==> config.mk <==
export PLATFORM = sky130hd
export DESIGN_NAME = design_07_result_drain
export DESIGN_NICKNAME = d
export VERILOG_FILES = /design/src/rtl/design_07_result_drain.sv
export SDC_FILE = /design/constraint.sdc
export NUM_CORES = 1
export LEC_CHECK = 0
export ABC_AREA = 0
export BUFFER_PORTS_ARGS = -buffer_cell sky130_fd_sc_hd__buf_2
export CORE_MARGIN = 1
export CORE_UTILIZATION = 40
export CTS_CLUSTER_DIAMETER = 40
export DETAILED_ROUTE_END_ITERATION = 10
export PLACE_DENSITY = 0.66
export SLEW_MARGIN = 5
export SYNTH_ARGS = -nofsm -noshare
export SYNTH_HDL_FRONTEND = slang
export SYNTH_SLANG_ARGS = --single-unit
==> constraint.sdc <==
create_clock -name CLK -period 3.54 [get_ports CLK]
set_input_delay 0 -clock CLK [delete_from_list [all_inputs] [get_ports CLK]]
set_output_delay 0 -clock CLK [all_outputs]
set_load 0.01 [all_outputs]
==> src/rtl/design_07_result_drain.sv <==
// Result drain: takes result/check pairs from the arithmetic core, compares them and buffers results in a FIFO.
// Optional macro DESIGN_07_RESULT_DRAIN_HALT_ON_ERR_EN stops taking new pairs after the first mismatch.
module design_07_result_drain #(
  parameter int WIDTH = 11,
  parameter int DEPTH = 4,
  parameter int CNT_W = 8
) (
  input  logic             CLK,
  input  logic             RST,
  input  logic [WIDTH-1:0] up_result,
  input  logic             RDY_up_result,
  input  logic [WIDTH-1:0] up_chresult,
  input  logic             RDY_up_check,
  output logic             EN_up_check,
  output logic [WIDTH-1:0] out_data,
  output logic             RDY_out,
  input  logic             EN_out,
  output logic [CNT_W-1:0] match_count,
  output logic [CNT_W-1:0] mismatch_count,
  output logic             err
);

  localparam int PW = (DEPTH > 1) ? $clog2(DEPTH) : 1;
  localparam int CW = PW + 1;
  localparam logic [CW-1:0] FULL_CNT = CW'(DEPTH);

`ifdef DESIGN_07_RESULT_DRAIN_HALT_ON_ERR_EN
  typedef enum logic [1:0] {IDLE, COMPARE, HALT} state_t;
`else
  typedef enum logic [1:0] {IDLE, COMPARE} state_t;
`endif

  state_t           state;
  logic [WIDTH-1:0] holdRes;
  logic [WIDTH-1:0] holdChk;
  logic [WIDTH-1:0] mem [DEPTH];
  logic [PW-1:0]    rdPtr;
  logic [PW-1:0]    wrPtr;
  logic [CW-1:0]    count;
  logic             full;
  logic             take;
  logic             push;
  logic             pop;

  // The full test uses the registered count, so a same-cycle pop never frees a slot for this take.
  assign full        = (count == FULL_CNT);
  assign take        = (state == IDLE) && RDY_up_result && RDY_up_check && !full;
  assign EN_up_check = take;
  assign push        = (state == COMPARE);
  assign RDY_out     = (count != '0);
  assign pop         = EN_out && RDY_out;
  assign out_data    = mem[rdPtr];

  always_ff @(posedge CLK) begin
    if (take) begin
      holdRes <= up_result;
      holdChk <= up_chresult;
    end
  end

  always_ff @(posedge CLK) begin
    if (push && !RST)
      mem[wrPtr] <= holdRes;
  end

  always_ff @(posedge CLK) begin
    if (RST) begin
      state          <= IDLE;
      match_count    <= '0;
      mismatch_count <= '0;
      err            <= 1'b0;
      rdPtr          <= '0;
      wrPtr          <= '0;
      count          <= '0;
    end else begin
      case (state)
        IDLE: begin
          if (take)
            state <= COMPARE;
        end
        COMPARE: begin
          // Counters stick at all-ones instead of wrapping.
          if (holdRes == holdChk) begin
            if (match_count != '1)
              match_count <= match_count + CNT_W'(1);
          end else begin
            if (mismatch_count != '1)
              mismatch_count <= mismatch_count + CNT_W'(1);
            err <= 1'b1;
          end
`ifdef DESIGN_07_RESULT_DRAIN_HALT_ON_ERR_EN
          state <= (holdRes == holdChk) ? IDLE : HALT;
`else
          state <= IDLE;
`endif
        end
`ifdef DESIGN_07_RESULT_DRAIN_HALT_ON_ERR_EN
        HALT: state <= HALT;
`endif
        default: state <= IDLE;
      endcase

      if (push)
        wrPtr <= wrPtr + PW'(1);
      if (pop)
        rdPtr <= rdPtr + PW'(1);

      case ({push, pop})
        2'b10:   count <= count + CW'(1);
        2'b01:   count <= count - CW'(1);
        default: count <= count;
      endcase
    end
  end

endmodule

---- After elaboration in Yosys (flattened, before gate mapping) ----
Memories as Yosys holds them, arrays and structs flattened. A register that Yosys moved wholly into a read port is not among the register bits.
Cells that the tools add are included.
storage, ports and cells
  memories ................................ 1
  bits of input ports ..................... 27
  logic and storage cells ................. 43
  bits in registers ....................... 47
  output and inout port bits .............. 30
  RAM bits ................................ 44
cells by class
  muxes and demuxes ....................... 5
  bitwise operators ....................... 2
  equality and inequality tests ........... 6
  reduce and logical (&&, ||, !) cells .... 14
  $add $sub $neg .......................... 6
memory list
  name  depth  bits a word  read ports  clocked after Yosys merged registers in  write ports  line  source
  mem   4      11           1           1                                        1            36    logic [WIDTH-1:0] mem [DEPTH];
operators by type and width
  operator               count
  $add A8 B1 Y8 const B  2
  $ne A8 B8 Y1 const B   2
  $eq A11 B11 Y1         1
  $pmux W3 S2            1
  $reduce_and A3 Y1      2
  $logic_and A1 B1 Y1    5
  $add A2 B1 Y2 const B  2
  $mux W2                2
  $add A3 B1 Y3 const B  1
  $eq A3 B3 Y1 const B   1
  $reduce_bool A3 Y1     1
  $sub A3 B1 Y3 const B  1
  $eq A2 B1 Y1 const B   1
  $eq A2 B2 Y1 const B   1
  $logic_not A1 Y1       2
  $logic_not A2 Y1       1
  $mux W1                2
  $not A1 Y1             2
  $reduce_and A2 Y1      1
  $reduce_bool A2 Y1     1
  $reduce_or A2 Y1       1

---- Depth between registers and ports, before layout ----
Gate-level depths: netlist of run 1.
  depth after elaboration ................. 4
  mapped depth ............................ 8
  mapped depth without buffers ............ 8

---- Worst setup path after synthesis of run 1 ----
OpenSTA, ideal clock, no wires.
  path kind ............................... reg2reg
  start point ............................. register count[0]
  end point ............................... register holdChk[0] (enable)
  required time ........................... 3.085 ns
  clock period less this slack ............ 3.033 ns
  library setup time ...................... 0.455 ns
  path buffers ............................ 0
  path slack .............................. 0.507 ns
  cell stages (with the launch flop) ...... 3
  arrival time ............................ 2.578 ns
  cell sequence ........................... dfxtp_1 > inv_1 > a311oi_1
on the way
  word-level cells in the longest chain between the ends .. 3
RTL lines
  what                    line  source
  start, declared         39    logic [CW-1:0] count;
  start signal, assigned  109   2'b10: count <= count + CW'(1);
  start signal, assigned  110   2'b01: count <= count - CW'(1);
  start signal, assigned  111   default: count <= count;
  $eq A3 B3 Y1            46    assign full = (count == FULL_CNT);
  $logic_not A1 Y1        47    assign take = (state == IDLE) && RDY_up_result && RDY_up_check && !full;
  $logic_and A1 B1 Y1     47
  named net EN_up_check   14    output logic EN_up_check,
  end signal, assigned    57    holdChk <= up_chresult;
  end, declared           35    logic [WIDTH-1:0] holdChk;
The timed path passes the listed nets, and every way through them passes these cells.
A chain may end at the register's enable or synchronous reset.

---- Worst setup path in the final report of run 1 ----
  start point ............................. register state[0]
  end point ............................... register match_count[5]
on the way
  word-level cells in the longest chain between the ends .. 1
RTL lines
  what                         line  source
  start, declared              33    state_t state;
  start signal, assigned       68    state <= IDLE;
  start signal, assigned       79    state <= COMPARE;
  start signal, assigned       94    state <= IDLE;
  $reduce_and A3 Y1 (no line)  n/a
  end signal, assigned         85    match_count <= match_count + CNT_W'(1);
  end, declared                18    output logic [CNT_W-1:0] match_count,
Every way passes these cells.

==> results of run 1 <==
## how the worst min path moves through the flow
stage,from,to
5_1_grt,RDY_up_result,holdRes[8]
3_5_place_dp,up_result[0],holdRes[0]
2_1_floorplan,up_chresult[0],holdChk[0]
3_3_place_gp,up_chresult[9],holdChk[9]
6_report,EN_out,rdPtr[0]
4_1_cts,EN_out,rdPtr[0]
## through the flow
step	hold WS, ns	cell area (sq um)	worst slack (ns)
2_1_floorplan	0.0989	3700	0.507
3_5_place_dp	0.179	4110	1.33
5_1_grt	0.112	4510	1.08
3_3_place_gp	0.176	4110	1.40
6_report	0.0927	4510	1.32
4_1_cts	0.0897	4510	1.30
## cell usage after synthesis (5+ instances only)
cell type and number:
edfxtp_1 66, dfxtp_1 27, nor2_1 20, xnor2_1 14
a21oi_1 11, mux4_2 11, nand3_1 10, ha_1 7
inv_1 7, and2_1 6, nand2_1 6, or4_1 6
o31ai_1 5
## metal layers
layer  routed length, um  GRT usage, %
met5                   0             0
met4                 134          6.89
met3                 251          4.29
met2                3600          26.3
met1                3130          19.3
## sequential cells by signal, summed over array words and instances (netlist names), named ones only
signal / flops
match_count: 8
wrPtr: 2
mismatch_count: 8
mem: 44
holdChk: 11
state: 1
rdPtr: 2
holdRes: 11
err: 1
count: 3
## where the power goes
part	internal, W	total, W	leakage (nW)	switching, W
combinational	0.000139	0.000253	0.671	0.000114
sequential	0.00120	0.00125	0.820	0.0000524
clock	0.000265	0.000659	0.0898	0.000393
total	0.00161	0.00217	1.58	0.000560
## area by class of cell
type / count / area share (%)
Timing Repair Buffer: 79 / 11.3
Tap cell: 108 / 3.00
Multi-Input combinational cell: 139 / 25.2
Clock inverter: 7 / 1.28
Sequential cell: 93 / 55.9
Clock buffer: 9 / 2.75
Inverter: 7 / 0.583
## kinds of logic (layout without fill, tap and decap cells)
| logic type | Yosys count | after routing | synth area share, % |
|---|---|---|---|
| and+or+nand+nor | 72 | 72 | 10.6 |
| buffers and inverters | 14 | 102 | 1.66 |
| xor gates and xnor gates | 17 | 17 | 4.02 |
| muxes | 17 | 17 | 8.41 |
| AOI/OAI and AO/OA | 25 | 25 | 4.32 |
| DFF | 93 | 93 | 68.1 |
| adders and majority gates | 8 | 8 | 2.91 |
## critical path: stages, from the launching register on
cell     delay, ns
dfxtp_1       0.65
inv_1         0.18
a41o_1        0.34
nor4_1        0.57
a21oi_1       0.14
a31o_2        0.24
==> results.toml, run 1 <==
[status]
status = "complete, no violations"

[timing]
finalCritPeriodShare_pct = 62.8
fin_crit_ns = 2.22
slew_headroom_pct = 48.6
fmax_mhz = 450
fin_skew_ns = 0.0133
timing.final.hold_violations = 0
worst_pin_slew_ns = 0.771
finalMaxSlewViolations = 0
rsz0062_at_grt = "no"
setup-tns-final_ns = 0
setup_viol = 0

[worst_setup_path]
arrival_ns = 2.48
critPathKind = "flip-flop to flip-flop"
reg2regPathDepth = 5
worst-path-max-fanout = 13
crit_end = "match_count[5]"
crit_path_end_kind = "flip-flop"
critPathLaunchType = "flip-flop"
cp-startpoint = "state[0]"
regToRegSetupSlack_ns = 1.32
cp.required_ns = 3.80
timing.rr.end = "match_count[5]"
r2r_start = "state[0]"

[floorplan]
die_w_um = 98.2
core_area_sq_mm = 0.00885
initial_core_util_pct = 41.9
die_h_um = 98.2
dieArea_sq_mm = 0.00965
row_count = 34
io_pins = 57

[finish]
final_common_cell = "edfxtp_1"
fillers = 781
drive_gt1_share_pct = 26.9
instances_no_fill = 442
register_area_sq_mm = 0.00252
layout.nets = 364
multi_input_area_sq_mm = 0.00114
synthToLayoutAreaGrowth_pct = 21.8
final_cell_mix = "edfxtp_1 (66), buf_2 (56), dfxtp_1 (27), dlygate4sd3_1 (22), nor2_1 (20)"
diodes = 0
final_util_pct = 51.0

[global_route]
grt_first_pass_wirelength_um = 11300
grt_use_total_pct = 15.8
grt_max_degree = 33
first_global_vias = 2240
antenna_found_initial = 0
gr-total-overflow = 0

[yosys]
synth_edf_count = 66
synth.top_cell.area_share_pct = 53.5
syn_nets = 281
ys_types = 39
synthArstFlopShare_pct = 0
ys_warn_count = 0
syn_area_per_cell_sq_um = 15.1
ys_ff_latch = 93
synth_area_sq_mm = 0.00370
synthFlopType = "edfxtp_1"
synth_seq_area_share_pct = 68.1
synth_top_cell_by_area = "edfxtp_1"
synthCells = 246
synthTopCellsByArea = "edfxtp_1 (54%), dfxtp_1 (15%), mux4_2 (6.7%)"

[place]
io_buffers = 56
post-dp-hpwl_um = 4510
post-place-cells = 404
place_congestion = 0.775

[route]
vias_per_cell = 5.19
vias = 2294
postRouteAntennaNets = 0
avgRoutedWirePerCell_um = 16.1
first_iter_violations = 102
drt-total-wl_um = 7120
drt-pass1-iter-count = 6
drc = 0

[clocking]
cts_resized = 0
cts_tree = "yes"
clockRootBuffer = "clkbuf_8"
cts.clk_slew.worst_paths_ns = 0.09
cts_buffers = 9
post_cts_buffers = 0
hold_buffers = 22
clock_sinks = 93
htreeDepth = 3
insertion_delay_ns = 0.37
cts_buffer_depth = 2

[run]
cap_viol_max_count = 0

[hold_path]
hold_class = "primary input to flip-flop"
hold_depth = 4

[power]
finalPower_w = 0.00217
p_per_area_mw_per_mm2 = 480
ir_worst_vdd_mv = 0.273
p_leak_nw = 1.58
Note: power is estimated with default switching activity, not from simulation.
==> inputs of run 2 (changes only) <==
PLACE_DENSITY = 0.68   (was 0.66)
clock period = 1.8 ns   (was 3.54 ns; I/O delays follow)
==> results.toml, run 2 (synthesized netlist as in run 1, its figures left out) <==
[status]
status = "complete, but fails checks"
violations = "negative setup slack"

[finish]
drive_gt1_share_pct = 38.6
top_register = "mem"
largest_reg_flops = 44
fillers = 708
final_cell_area_sq_mm = 0.00492
layout.nets = 403
diodes = 0
final_cell_mix = "edfxtp_1 (66), buf_2 (57), buf_4 (36), dfxtp_1 (25), dlygate4sd3_1 (23)"
instances_no_fill = 481
synthToLayoutAreaGrowth_pct = 32.8
top_regs = "mem (44), holdChk (11), holdRes (11)"
final_common_cell = "edfxtp_1"

[power]
p_sw_share_pct = 26.1
ir_worst_vdd_mv = 0.682
comb_power_share_pct = 15.7
finalPower_w = 0.00446
p_per_area_mw_per_mm2 = 907
p_leak_nw = 1.83
p_sw_w = 0.00117
intPower_w = 0.00329
clockPowerShare_pct = 30.3
seq_power_share_pct = 54.0

[route]
avgRoutedWirePerCell_um = 14.9
vias_per_cell = 5.08
postRouteAntennaNets = 0
drc = 0
drt-pass1-iter-count = 6
vias = 2445
drt-total-wl_um = 7160
first_iter_violations = 136

[global_route]
first_global_vias = 2338
grt_first_pass_wirelength_um = 11500
grt_use_total_pct = 15.6
gr-total-overflow = 0
antenna_found_initial = 0
grt_max_degree = 25

[worst_setup_path]
arrival_ns = 2.20
critPathLaunchType = "flip-flop"
cp.required_ns = 2.10
worst-path-max-fanout = 8
critPathKind = "flip-flop to flip-flop"
crit_path_end_kind = "flip-flop"

[timing]
rsz0062_at_grt = "yes"
finalCritPeriodShare_pct = 105
timing.final.hold_violations = 0
finalMaxSlewViolations = 0
fin_skew_ns = 0.0227
fmax_mhz = 527
worst_slack_ns = -0.0973
setup_viol = 6
worst_pin_slew_ns = 0.520
fin_crit_ns = 1.90
slew_headroom_pct = 65.3

[floorplan]
io_pins = 57
row_count = 34
dieArea_sq_mm = 0.00965
core_area_sq_mm = 0.00885
die_w_um = 98.2
die_h_um = 98.2
initial_core_util_pct = 41.9

[clocking]
htreeDepth = 3
insertion_delay_ns = 0.37
cts_buffer_depth = 2
clock_sinks = 93
cts.clk_slew.worst_paths_ns = 0.10
cts_buffers = 9
cts_tree = "yes"
clockRootBuffer = "clkbuf_8"

[place]
place_congestion = 0.799
post-dp-hpwl_um = 4650
placed_area_sq_mm = 0.00438
io_buffers = 56
post-place-cells = 435

[hold_path]
hold_class = "primary input to flip-flop"

[run]
cap_viol_max_count = 0
-- run 2: final cells by class --
type / count / area [sq um] / share of cell area [%]
clock buffers: 9 / 124 / 2.52
clock inverters: 7 / 72.6 / 1.48
inverters: 7 / 26.3 / 0.534
multi-input cells: 139 / 1220 / 24.8
flip-flops and latches: 93 / 2520 / 51.3
well taps: 108 / 135 / 2.75
repair buffers: 118 / 817 / 16.6
-- run 2: worst max-delay path, stage by stage, from the launching register on --
cell and delay (ns):
edfxtp_1 0.42, xnor2_1 0.16, nand4_1 0.17, or3_4 0.46, or4_1 0.51, a21oi_1 0.13
-- run 2: path summary, 6_finish.rpt --
path	cells after the start	end	slack, ns	startpoint
max reg2reg	5	match_count[3]	-0.1	holdRes[9]
max	5	match_count[3]	-0.1	holdRes[9]
min	5	rdPtr[0]	0.17	EN_out
min reg2reg	2	err	0.49	err
-- run 2: through the flow --
| step | setup slack (ns) | util, % | hold slack [ns] | TNS (ns) |
|---|---|---|---|---|
| 2_1_floorplan | -0.117 | - | 0.0989 | -0.387 |
| 3_3_place_gp | -0.0960 | 49.5 | 0.180 | -0.296 |
| 3_5_place_dp | -0.163 | 49.5 | 0.178 | -0.520 |
| 4_1_cts | -0.133 | 54.5 | 0.165 | -0.437 |
| 5_1_grt | -0.211 | 55.6 | 0.213 | -1.08 |
| 6_report | -0.0973 | 55.6 | 0.175 | -0.295 |
-- run 2: repair_timing --
item | 4_1_cts | 5_1_grt
setup buffers | 2 | 5
gates cloned | 0 | 1
hold buffers | 23 | 0
pin swaps | 7 | 6
gates resized for setup | 1 | 11
hold endpoints to repair | 31 | 0
setup endpoints to repair | 7 | 17
-- run 2: per-layer routing --
metal  GRT usage, %  vias to the layer above  wire length (um)
met3           4.44                       12               313
met2           26.5                       57              3730
met1           19.0                     1197              2980
met4           6.08                        0               129
met5              0                        -                 0
li1               -                     1179                 -
-- run 2: power groups by stage --
stage                     Clock, W  Combinational, W  Sequential [W]
final                      0.00135          0.000702         0.00241
after global routing       0.00147          0.000766         0.00242
after detailed placement         0          0.000641         0.00246
after floorplan                  0          0.000396         0.00246
after CTS                  0.00139          0.000688         0.00241
after global placement           0          0.000629         0.00245
